--- config.mk ---
export PLATFORM = sky130hd
export DESIGN_NAME = apb_i2c_bridge
export DESIGN_NICKNAME = d
export VERILOG_FILES = /design/src/rtl/apb_i2c_bridge.sv
export SDC_FILE = /design/constraint.sdc
export NUM_CORES = 1
export LEC_CHECK = 0
export ABC_AREA = 1
export CORE_MARGIN = 2
export CORE_UTILIZATION = 44
export DETAILED_ROUTE_END_ITERATION = 16
export PLACE_DENSITY = 0.84
export RECOVER_POWER = 50
export SLEW_MARGIN = 10
export SYNTH_ARGS = -nofsm -noshare
export SYNTH_HDL_FRONTEND = slang
export SYNTH_SLANG_ARGS = --single-unit
--- constraint.sdc ---
create_clock -name clk -period 1.3 [get_ports clk]
set_input_delay 0.195 -clock clk [delete_from_list [all_inputs] [get_ports clk]]
set_output_delay 0.195 -clock clk [all_outputs]
set_load 0.05 [all_outputs]
--- src/rtl/apb_i2c_bridge.sv ---
// APB3 slave bridging single-byte commands to an I2C master, plus local status.
// Optional BUSY watchdog built when APB_I2C_TIMEOUT_EN is defined.
module apb_i2c_bridge #(
  parameter int TIMEOUT_CYCLES = 4096,
  parameter int CNT_W          = 8
) (
  input  logic       clk,
  input  logic       reset_n,
  input  logic       psel,
  input  logic       penable,
  input  logic       pwrite,
  input  logic [8:0] paddr,
  input  logic [7:0] pwdata,
  output logic [7:0] prdata,
  output logic       pready,
  output logic       pslverr,
  output logic       i2c_ce,
  output logic [7:0] i2c_addr,
  output logic [7:0] i2c_wdata,
  output logic       i2c_rden,
  output logic       i2c_wren,
  input  logic [7:0] i2c_rdata,
  input  logic       i2c_done,
  input  logic       i2c_error
);

  typedef enum logic [1:0] {
    IDLE, BUSY, RESP, LOCAL
  } state_t;

  state_t state, state_nx;
  logic             err_q, err_nx;
  logic [7:0]       rdata_q;
  logic             local_wr;
  logic [CNT_W-1:0] cnt;
  logic             sticky_err;
  logic             timeout_flag;
  logic             wd_hit;
  logic             setup;
  logic             unused_cnt;

  assign setup      = psel && !penable;
  assign unused_cnt = ^cnt;

`ifdef APB_I2C_TIMEOUT_EN
  localparam int WD_W = (TIMEOUT_CYCLES > 2) ?
                        $clog2(TIMEOUT_CYCLES) : 1;
  localparam logic [WD_W-1:0] WD_MAX =
    WD_W'(TIMEOUT_CYCLES - 1);
  logic [WD_W-1:0] wdog;

  assign wd_hit = (state == BUSY) && (wdog == WD_MAX);

  // Held at zero outside BUSY, so every BUSY entry starts from 0
  always_ff @(posedge clk or negedge reset_n) begin
    if (!reset_n) begin
      wdog         <= '0;
      timeout_flag <= 1'b0;
    end else begin
      if (state == BUSY) wdog <= wdog + 1'b1;
      else               wdog <= '0;
      if (wd_hit && !i2c_done && !i2c_error)
        timeout_flag <= 1'b1;
      else if (state == LOCAL && local_wr)
        timeout_flag <= 1'b0;
    end
  end
`else
  assign wd_hit       = 1'b0;
  assign timeout_flag = 1'b0;
`endif

  always_comb begin
    state_nx = state;
    err_nx   = err_q;
    unique case (state)
      IDLE:
        if (setup) state_nx = paddr[8] ? LOCAL : BUSY;
      BUSY:
        if (i2c_error) begin
          state_nx = RESP;
          err_nx   = 1'b1;
        end else if (i2c_done) begin
          state_nx = RESP;
          err_nx   = 1'b0;
        end else if (wd_hit) begin
          state_nx = RESP;
          err_nx   = 1'b1;
        end
      RESP:    state_nx = IDLE;
      LOCAL:   state_nx = IDLE;
      default: state_nx = IDLE;
    endcase
  end

  always_ff @(posedge clk or negedge reset_n) begin
    if (!reset_n) begin
      state      <= IDLE;
      err_q      <= 1'b0;
      rdata_q    <= '0;
      local_wr   <= 1'b0;
      cnt        <= '0;
      sticky_err <= 1'b0;
      i2c_addr   <= '0;
      i2c_wdata  <= '0;
      i2c_rden   <= 1'b0;
      i2c_wren   <= 1'b0;
    end else begin
      state <= state_nx;
      err_q <= err_nx;
      if (state == IDLE && setup) begin
        if (!paddr[8]) begin
          i2c_addr  <= paddr[7:0];
          i2c_wdata <= pwdata;
          i2c_wren  <= pwrite;
          i2c_rden  <= !pwrite;
          rdata_q   <= '0;
        end else begin
          local_wr  <= pwrite;
        end
      end
      if (state == BUSY && i2c_done && !i2c_error && i2c_rden)
        rdata_q <= i2c_rdata;
      if (state == BUSY && state_nx == RESP) begin
        if (err_nx) sticky_err <= 1'b1;
        else        cnt        <= cnt + 1'b1;
      end
      if (state == LOCAL && local_wr)
        sticky_err <= 1'b0;
    end
  end

  assign i2c_ce  = (state == BUSY);
  assign pready  = (state == RESP) || (state == LOCAL);
  assign pslverr = (state == RESP) && err_q;

  always_comb begin
    prdata = '0;
    if (state == RESP && i2c_rden && !err_q)
      prdata = rdata_q;
    else if (state == LOCAL && !local_wr)
      prdata = {sticky_err, timeout_flag, cnt[5:0]};
  end

endmodule
==> out/summary.txt <==
classification of the worst-slack hold path = in -> reg
cell chosen for the clock root = sky130_fd_sc_hd__clkbuf_8
fill cell instance count of the final layout = 128
total design power = 5.11 mW
WL/cell = 21.8 um
H-tree lvl count = 2
Critical Path Start Type = flip-flop
setup repair after global routing missed its margin = yes
initial standard-cell utilization of the core = 0.459
worst setup path class = reg -> out
leakage component of the power = 1.56 nW
Overall Global Routing Usage = 0.275
Int Pwr = 2.94 mW
CTS clk-pin slew, worst paths = 0.09 ns
number of non-filler instances in the completed layout = 343
minimum setup slack in the final design = -0.407 ns
Die W = 66.0 um
area share of the largest cell type after synthesis = 0.547
post-route standard cell area excluding fillers = 3300 sq um
cell area after placement = 2780 sq um
DRC violations left = 0
count of mapped cells out of synthesis = 202
multiplexer area fraction after synthesis = 0
Placer Congestion = 0.818
antenna-violating nets left = 0
portion of the clock cycle consumed by the worst path in the final layout = 1.31
violated checks = setup timing
largest fanout on the critical path = 8
number of DRC markers after the initial detailed-route iteration = 209
number of hold violations in the final report = 0
dominant cell type by area after synthesis = sky130_fd_sc_hd__dfrtp_1
number of placement rows = 22
Setup Slack @ Placement = -0.195 ns
share of async-settable or async-resettable flops after synthesis = 1.00
die extent in y = 66.0 um
Worst R2R Path Depth = 9
Via Count = 1990
Clock Sinks = 37
syn_area_per_cell = 8.38 sq um
clock tree from TritonCTS = yes
Yosys reg bits = 37
transition time of the tightest slew-check pin = 0.642 ns
basic-gate share of the synthesized area counting and, or, nand and nor cells = 0.299
Gate power share = 0.479
max-cap viol count = 0
count of unique library cells instantiated by Yosys = 23
HPWL after detailed placement = 3240 um
Nets = 327
clock buffers created by TritonCTS = 5
Hold Path Depth = 3
portion of total power attributed to sequential cells = 0.346
worst hold slack = 0.448 ns
share of synthesized area occupied by flip-flops and latches = 0.547
Placed Cells incl. Taps = 320
warnings from Yosys = 0
# IOs = 61
core area = 3690 sq um
wirelength, routed = 7480 um
total standard cell area after synthesis = 1690 sq um
maximum VDD drop = 0.00146 V
worst slew margin relative to its limit = 0.571
Slew Limit Fails = 0
Pwr per Cell Area = 1550 nW/um^2
most instantiated flip-flop cell in the synthesis netlist = sky130_fd_sc_hd__dfrtp_1
count of flip-flops with a built-in enable after synthesis = 0
TritonRoute pass-1 iters = 6
switching portion of total power = 0.424
Syn Nets = 235
fraction of layout cells with a size suffix above 1 = 0.403
net load switching power = 2.17 mW
maximum clock frequency = 586 MHz
run status = complete, but fails checks
leftover overflow at the end of global routing = 0
worst endpoint data arrival time = 1.51 ns
Via-to-Cell Ratio = 5.80
die outline area = 4360 sq um
required time at the worst-slack endpoint = 1.11 ns
adder-cell share of the synthesized area = 0.00739
main combinational cell family by area after synthesis = simple AND/OR/NAND/NOR gates
area growth from synthesis to final layout = 94.8%
area share of xor/xnor cells in the synthesized design = 0.0155
quantity of I/O buffers inserted on ports = 60
setup violators final = 44
compound-gate portion of the synthesized area = 0.0429
via count of the first global-routing pass = 1779
largest net degree at the start of global routing = 38
largest clock skew in the final design = 0.0108 ns
Clk pwr share = 0.176
n_diodes = 0
leading cell types by total area after synthesis = sky130_fd_sc_hd__dfrtp_1, sky130_fd_sc_hd__nand2_1, sky130_fd_sc_hd__inv_1
buffer depth of the longest clock path = 2
Final Critical Period = 1.71 ns
number of antenna violations at the first check in global routing = 0
first-pass GRT wire length = 8880 um
clock insertion delay at the later pin of the skew report = 0.30 ns
capturing element type of the critical path = primary output
power by group through the flow:
stage               clock, mW  combinational [mW]  sequential (mW)
floorplan                   0               0.506             2.15
global placement            0                2.01             1.71
detailed placement          0                2.07             1.72
CTS                     0.829                2.20             1.71
global route            0.943                2.54             1.78
finish                  0.897                2.45             1.77
worst max-delay path, stage by stage, from the launching register on:
cell	delay, ns
sky130_fd_sc_hd__dfrtp_1	0.43
sky130_fd_sc_hd__inv_2	0.09
sky130_fd_sc_hd__nand4_1	0.14
sky130_fd_sc_hd__buf_6	0.21
sky130_fd_sc_hd__o22ai_4	0.17
sky130_fd_sc_hd__buf_12	0.17
placed cells by master (no fill, tap or decap), drive strengths merged:
cell type / instances
ha: 1
clkinv: 3
dfrtp: 37
a32oi: 1
buf: 51
o21ai: 4
nand3: 15
nand4: 3
nor2: 5
clkdlybuf4s50: 30
xor2: 3
clkbuf: 9
nand2: 95
inv: 28
dlygate4sd3: 1
nand3b: 1
o22ai: 7
nor3: 1
worst paths after layout:
kind,to,from,slack [ns]
max in group asynchronous,state[1],reset_n,0.38
worst max-delay path,prdata[7],state[0],-0.41
worst min register to register,cnt[4],cnt[4],0.57
worst max register to register,rdata_q[7],state[1],-0.23
min in group asynchronous,i2c_wdata[0],reset_n,0.52
worst min-delay path,rdata_q[6],i2c_rdata[6],0.45
repair_timing:
item,4_1_cts,5_1_grt
pin swaps,5,8
resized for setup,17,59
setup endpoints to repair,27,41
gates cloned,3,3
hold buffers,1,0
hold endpoints to repair,37,0
setup buffers,5,4
layout make-up:
class,instances,area (sq um),area share
clock buffer,8,90.1,0.0273
inverter,29,126,0.0383
multi-input combinational,136,951,0.288
sequential,37,928,0.281
timing repair inverter,2,27.5,0.00835
tap,48,60.1,0.0182
timing repair buffer,83,1110,0.338
registers in the layout, summed over array words and instances (netlist names):
signal,cells
i2c_wren,1
cnt,6
state,2
i2c_rden,1
i2c_wdata,8
rdata_q,8
err_q,1
i2c_addr,8
local_wr,1
sticky_err,1
synthesized netlist by cell type (2+ instances only):
cell type,count
sky130_fd_sc_hd__nand2_1,90
sky130_fd_sc_hd__dfrtp_1,37
sky130_fd_sc_hd__inv_1,25
sky130_fd_sc_hd__nand3_1,15
sky130_fd_sc_hd__o22ai_1,7
sky130_fd_sc_hd__o21ai_0,4
sky130_fd_sc_hd__inv_2,3
sky130_fd_sc_hd__xor2_1,3
sky130_fd_sc_hd__buf_6,2
sky130_fd_sc_hd__nor2_1,2
sky130_fd_sc_hd__nor2_4,2
metal layers:
metal,up-vias,GRT usage,wire [um]
li1,818,-,-
met1,951,0.294,2560
met2,163,0.495,3690
met3,58,0.102,662
met4,0,0.0944,575
met5,-,0,0
kinds of logic after synthesis:
| group | Yosys count |
|---|---|
| flip-flops | 37 |
| AO/OA/AOI/OAI | 12 |
| AND/OR/NAND/NOR | 116 |
| adder cells (fa/ha/maj) | 1 |
| buffers and inverters | 33 |
| XOR/XNOR | 3 |
through the flow:
stage | TNS [ns] | utilization
final | -7.47 | 0.894
after global routing | -9.29 | 0.894
after CTS | -2.32 | 0.825
after detailed placement | -4.55 | 0.753
after global placement | -3.43 | 0.753
after floorplan | -3.84 | -
No activity file was read; power rests on OpenSTA's default activity.
